### src/rtl/register_file_pkg.sv
// Shared types and helpers for the multi-port flip-flop register file.
//   clr_state_e  : state encoding of the clear-sweep FSM
//   be_to_mask() : expands a byte-enable vector into a per-bit write mask
package register_file_pkg;

    typedef enum logic {
        ClrIdle  = 1'b0,
        ClrSweep = 1'b1
    } clr_state_e;

    // The helper works on the widest supported word; callers zero-extend
    // their byte enables and keep the low DataWidth bits of the result.
    localparam int unsigned MaxBeWidth   = 32;
    localparam int unsigned MaxDataWidth = MaxBeWidth * 8;

    function automatic logic [MaxDataWidth-1:0] be_to_mask(
        input logic [MaxBeWidth-1:0] be
    );
        logic [MaxDataWidth-1:0] mask;
        mask = '0;
        for (int b = 0; b < MaxBeWidth; b++) begin
            mask[8*b +: 8] = {8{be[b]}};
        end
        return mask;
    endfunction

endpackage

### src/rtl/register_file_clear_ctrl.sv
// Clear-sweep controller: walks a pointer over every word, one per cycle.
//   clk_i, rst_ni : clock, synchronous active-low reset
//   clear_i       : sweep request, only looked at while idle
//   busy_o        : high for exactly 2**AddrWidth cycles of an active sweep
//   clr_en        : zero mem[clr_addr] at this edge
//   clr_addr      : word being cleared this cycle
//   state_o       : current FSM state, exported for observation
//
// Handshake: clear_i is a request that is accepted at any edge where
// busy_o is low; busy_o rises on the following cycle and stays high until
// the last word has been cleared. Requests while busy_o is high are ignored,
// there is no queueing.
module register_file_clear_ctrl
    import register_file_pkg::*;
#(
    parameter int unsigned AddrWidth = 4
) (
    input  logic                 clk_i,
    input  logic                 rst_ni,
    input  logic                 clear_i,
    output logic                 busy_o,
    output logic                 clr_en,
    output logic [AddrWidth-1:0] clr_addr,
    output clr_state_e           state_o
);

    localparam logic [AddrWidth-1:0] LastAddr = '1;

    clr_state_e           state_q, state_d;
    logic [AddrWidth-1:0] ptr_q, ptr_d;

    always_comb begin
        state_d = state_q;
        ptr_d   = ptr_q;
        case (state_q)
            ClrIdle: begin
                if (clear_i) begin
                    state_d = ClrSweep;
                    ptr_d   = '0;
                end
            end
            ClrSweep: begin
                // The wrap after the last word is the end of the sweep.
                ptr_d = ptr_q + 1'b1;
                if (ptr_q == LastAddr) begin
                    state_d = ClrIdle;
                end
            end
            default: begin
                state_d = ClrIdle;
                ptr_d   = '0;
            end
        endcase
    end

    always_ff @(posedge clk_i) begin
        if (!rst_ni) begin
            state_q <= ClrIdle;
            ptr_q   <= '0;
        end else begin
            state_q <= state_d;
            ptr_q   <= ptr_d;
        end
    end

    assign busy_o   = (state_q == ClrSweep);
    assign clr_en   = (state_q == ClrSweep);
    assign clr_addr = ptr_q;
    assign state_o  = state_q;

endmodule

### src/rtl/register_file_mp_ff.sv
// Multi-port flip-flop register file with byte-enable writes, write-first
// forwarding, an optional hard-wired zero word and a clear sweep.
//   clk_i, rst_ni       : clock, synchronous active-low reset
//   clear_i / busy_o    : clear request / sweep in progress
//   re_i, raddr_i       : per-port read enable and address
//   rdata_o, rvalid_o   : per-port registered read data and valid (latency 1)
//   we_i, waddr_i,
//   wdata_i, wbe_i      : write port with per-byte enables
module register_file_mp_ff
    import register_file_pkg::*;
#(
    parameter int unsigned AddrWidth    = 4,
    parameter int unsigned DataWidth    = 16,
    parameter int unsigned NumReadPorts = 2,
    parameter bit          ZeroWord0    = 1'b1,
    localparam int unsigned BeWidth     = DataWidth / 8
) (
    input  logic                                    clk_i,
    input  logic                                    rst_ni,
    input  logic                                    clear_i,
    output logic                                    busy_o,
    input  logic [NumReadPorts-1:0]                 re_i,
    input  logic [NumReadPorts-1:0][AddrWidth-1:0]  raddr_i,
    output logic [NumReadPorts-1:0][DataWidth-1:0]  rdata_o,
    output logic [NumReadPorts-1:0]                 rvalid_o,
    input  logic                                    we_i,
    input  logic [AddrWidth-1:0]                    waddr_i,
    input  logic [DataWidth-1:0]                    wdata_i,
    input  logic [BeWidth-1:0]                      wbe_i
);

    localparam int unsigned NumWords = 2 ** AddrWidth;

    if ((DataWidth % 8) != 0 || DataWidth == 0) begin : g_bad_width
        $error("DataWidth must be a non-zero multiple of 8");
    end
    if (BeWidth > MaxBeWidth) begin : g_too_wide
        $error("DataWidth exceeds the widest supported word");
    end
    if (NumReadPorts < 1) begin : g_no_ports
        $error("NumReadPorts must be at least 1");
    end

    logic                 busy;
    logic                 clr_en;
    logic [AddrWidth-1:0] clr_addr;
    clr_state_e           clr_state;

    register_file_clear_ctrl #(
        .AddrWidth (AddrWidth)
    ) u_clear_ctrl (
        .clk_i    (clk_i),
        .rst_ni   (rst_ni),
        .clear_i  (clear_i),
        .busy_o   (busy),
        .clr_en   (clr_en),
        .clr_addr (clr_addr),
        .state_o  (clr_state)
    );

    logic [NumWords-1:0][DataWidth-1:0]     mem_q, mem_d;
    logic [NumReadPorts-1:0][DataWidth-1:0] rdata_q, rdata_d;
    logic [NumReadPorts-1:0]                rvalid_q, rvalid_d;

    logic [MaxBeWidth-1:0]   be_ext;
    logic [MaxDataWidth-1:0] wmask_full;
    logic [DataWidth-1:0]    wmask;
    logic [DataWidth-1:0]    wr_merged;
    logic                    wr_accept;
    logic                    rd_blank;

    // Write merge: the merged word is both the new storage value and the
    // forwarded read value, so same-cycle readers see write-first data.
    always_comb begin
        be_ext = '0;
        be_ext[BeWidth-1:0] = wbe_i;
        wmask_full = be_to_mask(be_ext);
        wmask      = wmask_full[DataWidth-1:0];
        wr_accept  = we_i && !busy && (wbe_i != '0) &&
                     !(ZeroWord0 && (waddr_i == '0));
        wr_merged  = (mem_q[waddr_i] & ~wmask) | (wdata_i & wmask);

        mem_d = mem_q;
        if (clr_en) begin
            mem_d[clr_addr] = '0;
        end else if (wr_accept) begin
            mem_d[waddr_i] = wr_merged;
        end
    end

    // Reads stay accepted during a sweep but return zero: the array is
    // half-cleared at that point and no word is meaningful.
    always_comb begin
        rd_blank = (clr_state == ClrSweep);
        rdata_d  = rdata_q;
        rvalid_d = re_i;
        for (int p = 0; p < NumReadPorts; p++) begin
            if (re_i[p]) begin
                if (rd_blank) begin
                    rdata_d[p] = '0;
                end else if (ZeroWord0 && (raddr_i[p] == '0)) begin
                    rdata_d[p] = '0;
                end else if (wr_accept && (raddr_i[p] == waddr_i)) begin
                    rdata_d[p] = wr_merged;
                end else begin
                    rdata_d[p] = mem_q[raddr_i[p]];
                end
            end
        end
    end

    always_ff @(posedge clk_i) begin
        if (!rst_ni) begin
            mem_q    <= '0;
            rdata_q  <= '0;
            rvalid_q <= '0;
        end else begin
            mem_q    <= mem_d;
            rdata_q  <= rdata_d;
            rvalid_q <= rvalid_d;
        end
    end

    assign busy_o   = busy;
    assign rdata_o  = rdata_q;
    assign rvalid_o = rvalid_q;

endmodule

### config.mk
export PLATFORM = sky130hd
export DESIGN_NAME = register_file_mp_ff
export DESIGN_NICKNAME = d
export VERILOG_FILES = /design/src/rtl/register_file_pkg.sv /design/src/rtl/register_file_clear_ctrl.sv /design/src/rtl/register_file_mp_ff.sv
export SDC_FILE = /design/constraint.sdc
export NUM_CORES = 1
export LEC_CHECK = 0
export ABC_AREA = 1
export CAP_MARGIN = 20
export CORE_MARGIN = 2
export CORE_UTILIZATION = 40
export CTS_BUF_LIST = sky130_fd_sc_hd__clkbuf_16
export CTS_CLUSTER_DIAMETER = 50
export DETAILED_ROUTE_END_ITERATION = 12
export PLACE_DENSITY = 0.62
export SYNTH_ARGS = -nofsm -noshare
export SYNTH_HDL_FRONTEND = slang
export SYNTH_SLANG_ARGS = --single-unit
### constraint.sdc
create_clock -name clk_i -period 2.6 [get_ports clk_i]
set_input_delay 0.39 -clock clk_i [delete_from_list [all_inputs] [get_ports clk_i]]
set_output_delay 0.39 -clock clk_i [all_outputs]
set_load 0.005 [all_outputs]
==> flow_metrics.tcl, run 1 <==
set metrics [dict create \
    overflow 0 \
    yosys_most_used_dff "dfxtp_1" \
    cpPeakStageDelay_ns 0.59 \
    drt-total-wl_um 85100 \
    grt_antenna_before_repair 0 \
    maxSlewViolCount 0 \
    portBuffers 70 \
    syn_area_sq_um 21100 \
    syn_to_final_growth_pct 15.9 \
    yosysTopAreaCellShare 0.280 \
    clock_path_buffers 3 \
    path_max_fanout 64 \
    ys_top_cells_by_area "dfxtp_1, nand2_1, nand3_1, nor2_1, o21ai_0" \
    nets 3774 \
    fp.dieH_um 233 \
    setup_viol 0 \
    regArea_sq_um 5910 \
    ioPinCount 71 \
    combPwrFrac 0.182 \
    met1_length_um 35800 \
    place_hpwl_um 57100 \
    r2r-end "mem_q[140]" \
    numCtsBuffers 43 \
    first_pass_iters 6 \
    fmax_mhz 450 \
    holdBufCountCts 0 \
    ys_types 41 \
    ys_ff_latch 295 \
    avgSynthCellArea_sq_um 5.67 \
    syn_nets 3755 \
    holdPathStages 3 \
    synth_fa_ha_area_frac 0.00238 \
    rsz0062_at_grt "false" \
    num_antenna_cells 0 \
    synth-xor-area-share 0.00208 \
    yosysMostFrequentCell "nand2_1" \
    relSlewSlack 0.424 \
    gp_congestion 0.955 \
    routedWlPerCell_um 19.1 \
    multiInputGateArea_sq_um 12400 \
    fin_skew_ns 0.0248 \
    period_share 0.855 \
    p_per_area_nw_per_um2 524 \
    yosysSeqAreaShare 0.280 \
    swShare 0.313 \
    initial_core_util 0.402 \
    worst_setup_path_end_kind "primary output" \
    power_mw 12.8 \
    hold_start "rst_ni" \
    drtAntennaViolNets 0 \
    tns_ns 0 \
    top_layer "met4" \
    dpl_cell_area_sq_um 23100 \
    r2r_start "u_clear_ctrl.clr_addr[0]" \
    met3_length_um 9280 \
    grt_pass1_vias 22310 \
    p_leak_nw 10.8 \
    clkPwrFrac 0.447 \
    min_period_ns 2.22 \
    tightest_slew_ns 0.862 \
    muxShareOfSynthArea 0 \
    vias_per_cell 5.36 \
    finalHoldViolations 0 \
    grt_max_degree 108 \
    utilization 0.466 \
    synthSimpleGateAreaFrac 0.436 \
    fin_hold_ws_ns 0.229 \
    ys_warn_count 0 \
    pre_cts_ws_ns 0.118 \
    synth_edf_count 0 \
    grt_pass1_wl_um 131000 \
    drt_iter0_markers 2785 \
    root_buffer "clkbuf_16" \
    worstPathRequired_ns 2.21 \
    layout.cells.non_filler 4452 \
    vias 23854 \
    die_x_um 233 \
    final_area_sq_um 24400 \
    rrSetupSlack_ns 0.67 \
    synth_top_family_by_area "simple AND/OR/NAND/NOR gates" \
    htreeDepth 2 \
    synth_top_area_cell "dfxtp_1" \
    cts.repair.resized 0 \
    setup_ws_ns 0.377 \
    critPathKind "flop to primary output" \
    core_sq_um 52300 \
    cts_tree "done" \
    cts_setup_buffers 0 \
    peakVddDrop_mv 0.441 \
    worstPathArrival_ns 1.83 \
    dp_cells 4377 \
    crit_chain "buf_12 -> clkdlybuf4s50_1" \
    synth_cells 3715 \
    grt_usage 0.311 \
    p_switching_mw 4.00 \
    dieArea_sq_um 54500 \
    hold_class "primary input to flop" \
    p_int_mw 8.78 \
    synth_commonest_cells "nand2_1, nor2_1, nand3_1, inv_1, o21ai_0" \
    clk_latency_ns 0.59 \
    ff2ff_path_depth 7 \
    crit_path_start_kind "flop" \
    dr_wl_met2_um 35800 \
    async_flop_share 0 \
    pwr-share-seq 0.371 \
    drive_gt1_frac 0.0813 \
    clk_pin_slew_ns 0.06 \
    drc 0 \
    critPathTopFamily "buffers and inverters" \
    slowest_stage "clkdlybuf4s50_1" \
    clock-sinks 295 \
    n_fill_cell 5620 \
    hold-path-endpoint "mem_q[92]" \
    synth_compound_area_frac 0.149 \
    drv_cap 0 \
    status "completed" \
    cp_num_buf_inv 2 \
    num_rows 84 \
]
-- worst min-delay path: cells and delay by family --
family | cells | cell delay, ns
simple gates | 1 | 0.13
buf+inv | 2 | 0.26
-- sequential cells by signal, summed over array words and instances, names as in the netlist --
name,count
mem_q,256
rdata_o,32
u_clear_ctrl.clr_addr,4
rvalid_o,2
u_clear_ctrl.busy_o,1
-- worst max path at each step --
stage / startpoint / endpoint / slack (ns) / cells after the start
after floorplan: waddr_i[1] / mem_q[119] / 0.76 / 12
after global placement: waddr_i[3] / mem_q[243] / 0.12 / 11
after detailed placement: waddr_i[3] / mem_q[243] / 0.12 / 11
after CTS: u_clear_ctrl.busy_o / busy_o / 0.35 / 2
after global routing: u_clear_ctrl.busy_o / busy_o / 0.30 / 2
final: u_clear_ctrl.busy_o / busy_o / 0.38 / 2
-- power groups by stage --
stage | sequential [mW] | combinational (mW) | clock, mW
after floorplan | 4.80 | 1.34 | 0
after global placement | 4.83 | 2.26 | 0
after detailed placement | 4.83 | 2.26 | 0
after CTS | 4.73 | 2.27 | 5.80
after global routing | 4.75 | 2.49 | 5.96
final | 4.74 | 2.33 | 5.72
-- area by class of cell --
type                            instances  share of cell area
Sequential cell                       295               0.242
Timing Repair Buffer                  229              0.0986
Inverter                              387              0.0600
Clock inverter                         31              0.0105
Multi-Input combinational cell       2778               0.509
Clock buffer                           44              0.0451
Tap cell                              688              0.0353
-- layer usage --
metal,vias up,GRT usage
met5,-,0
met4,0,0.151
met3,215,0.0757
met2,1250,0.468
met1,10805,0.416
li1,11584,-
-- placed cells by master (no fill, tap or decap), types with 3 or more instances in the layout --
master              n
a21oi_1            64
and2_1              8
buf_12             43
buf_2               3
buf_4             120
bufinv_16           3
clkbuf_16          44
clkdlybuf4s50_1    63
clkinv_1            9
clkinv_2            9
clkinvlp_4          6
dfxtp_1           294
ha_1                4
inv_1             372
inv_2              12
inv_6               3
nand2_1          1346
nand2_2             5
nand3_1           404
nand4_1             3
nand4_4             3
nor2_1            460
nor3_1             17
o21a_1             56
o21ai_0           315
o21ai_2             3
o21ba_1            31
o21ba_2            17
o21bai_2            7
o21bai_4            9
xor2_1              5
-- cell families after synthesis --
logic type | after synthesis
compound gates | 509
xor+xnor | 5
fa+ha+maj | 4
buf+inv | 642
flops | 295
simple gates | 2260
(Power assumes the default switching activity.)
==> run 2, diff against run 1 <==
Settings changed: CELL_PAD_IN_SITES_DETAIL_PLACEMENT set to 1, CELL_PAD_IN_SITES_GLOBAL_PLACEMENT set to 1, CTS_CLUSTER_SIZE set to 40, PLACE_DENSITY 0.62 to 0.82.
==> flow_metrics.tcl, run 2 (same netlist as run 1, synthesis figures left out) <==
set metrics [dict create \
    finalHoldViolations 0 \
    drive_gt1_frac 0.0840 \
    hold_class "primary input to flop" \
    n_fill_cell 7223 \
    p_switching_mw 4.32 \
    min_period_ns 2.32 \
    relSlewSlack 0.388 \
    dp_cells 4374 \
    clk_latency_ns 0.61 \
    drtAntennaViolNets 0 \
    dieArea_sq_um 54500 \
    clk_pin_slew_ns 0.06 \
    root_buffer "clkbuf_16" \
    grt_usage 0.352 \
    nets 3776 \
    die_x_um 233 \
    tightest_slew_ns 0.916 \
    worstPathRequired_ns 2.21 \
    clock_path_buffers 3 \
    drt_iter0_markers 2412 \
    largest_register "mem_q" \
    most-common-layout-cells "nand2_1, nor2_1, nand3_1, inv_1, o21ai_0" \
    gp_congestion 0.937 \
    worst_setup_path_end_kind "primary output" \
    htreeDepth 2 \
    peakVddDrop_mv 0.420 \
    rsz0062_at_grt "false" \
    numCtsBuffers 48 \
    grt_antenna_before_repair 0 \
    layout.cells.non_filler 4463 \
    grt_pass1_wl_um 147000 \
    clkPwrFrac 0.482 \
    final_common_cell "nand2_1" \
    setup_viol 0 \
    clock-sinks 295 \
    grt_pass1_vias 25243 \
    period_share 0.892 \
    pwr-share-seq 0.342 \
    path_max_fanout 30 \
    utilization 0.474 \
    tns_ns 0 \
    p_per_area_nw_per_um2 559 \
    core_sq_um 52300 \
    rrSetupSlack_ns 0.47 \
    syn_to_final_growth_pct 17.7 \
    cts.repair.resized 0 \
    routedWlPerCell_um 21.7 \
    drv_cap 0 \
    crit_path_start_kind "flop" \
    first_pass_iters 6 \
    overflow 0 \
    num_antenna_cells 0 \
    vias_per_cell 5.67 \
    p_leak_nw 11.0 \
    critPathKind "flop to primary output" \
    combPwrFrac 0.176 \
    cts_setup_buffers 0 \
    place_hpwl_um 65000 \
    num_rows 84 \
    fin_skew_ns 0.0341 \
    maxSlewViolCount 0 \
    worstPathArrival_ns 1.93 \
    initial_core_util 0.402 \
    portBuffers 70 \
    p_int_mw 9.54 \
    grt_max_degree 108 \
    vias 25298 \
    fp.dieH_um 233 \
    holdBufCountCts 0 \
    swShare 0.312 \
    status "completed" \
    largest_reg_flops 256 \
    ioPinCount 71 \
    cts_tree "done" \
    drt-total-wl_um 96700 \
    fmax_mhz 431 \
    drc 0 \
]
-- run 2: stage by stage --
stage	total power, mW	cell area (sq um)	hold WS (ns)	worst slack (ns)
after floorplan	6.14	21100	0.443	0.762
after global placement	7.14	23200	0.453	0.101
after detailed placement	7.19	23200	0.459	0.0301
after CTS	13.9	24800	0.259	0.286
after global routing	14.3	24800	0.290	0.258
final	13.9	24800	0.262	0.281
-- run 2: path summary, 6_finish.rpt --
check,from,end,depth (start not counted)
max,u_clear_ctrl.busy_o,busy_o,2
min,rst_ni,mem_q[94],3
max reg2reg,u_clear_ctrl.clr_addr[0],mem_q[207],9
min reg2reg,rdata_o[28],rdata_o[28],2
-- run 2: power groups by stage --
stage                     Sequential [mW]  Clock (mW)  Combinational, mW
after global routing                 4.75        6.93               2.58
after floorplan                      4.80           0               1.34
final                                4.74        6.68               2.44
after global placement               4.83           0               2.31
after detailed placement             4.83           0               2.36
after CTS                            4.74        6.74               2.37
-- run 2: area by class of cell --
type | count | area, sq um | area share
Clock buffer | 50 | 1250 | 0.0505
Clock inverter | 39 | 388 | 0.0156
Inverter | 387 | 1470 | 0.0591
Multi-Input combinational cell | 2778 | 12400 | 0.501
Sequential cell | 295 | 5910 | 0.238
Tap cell | 688 | 861 | 0.0347
Timing Repair Buffer | 226 | 2500 | 0.101
-- run 2: routing by layer --
layer | vias up | global-route usage | share of wire
met5 | - | 0 | 0
li1 | 11602 | - | -
met2 | 1213 | 0.551 | 0.43
met3 | 313 | 0.0616 | 0.089
met1 | 12170 | 0.451 | 0.41
met4 | 0 | 0.213 | 0.064
-- run 2: worst max-delay path, cell delays in order, from the launching register on --
cell	delay, ns
dfxtp_2	0.32
buf_4	0.42
clkdlybuf4s50_1	0.60
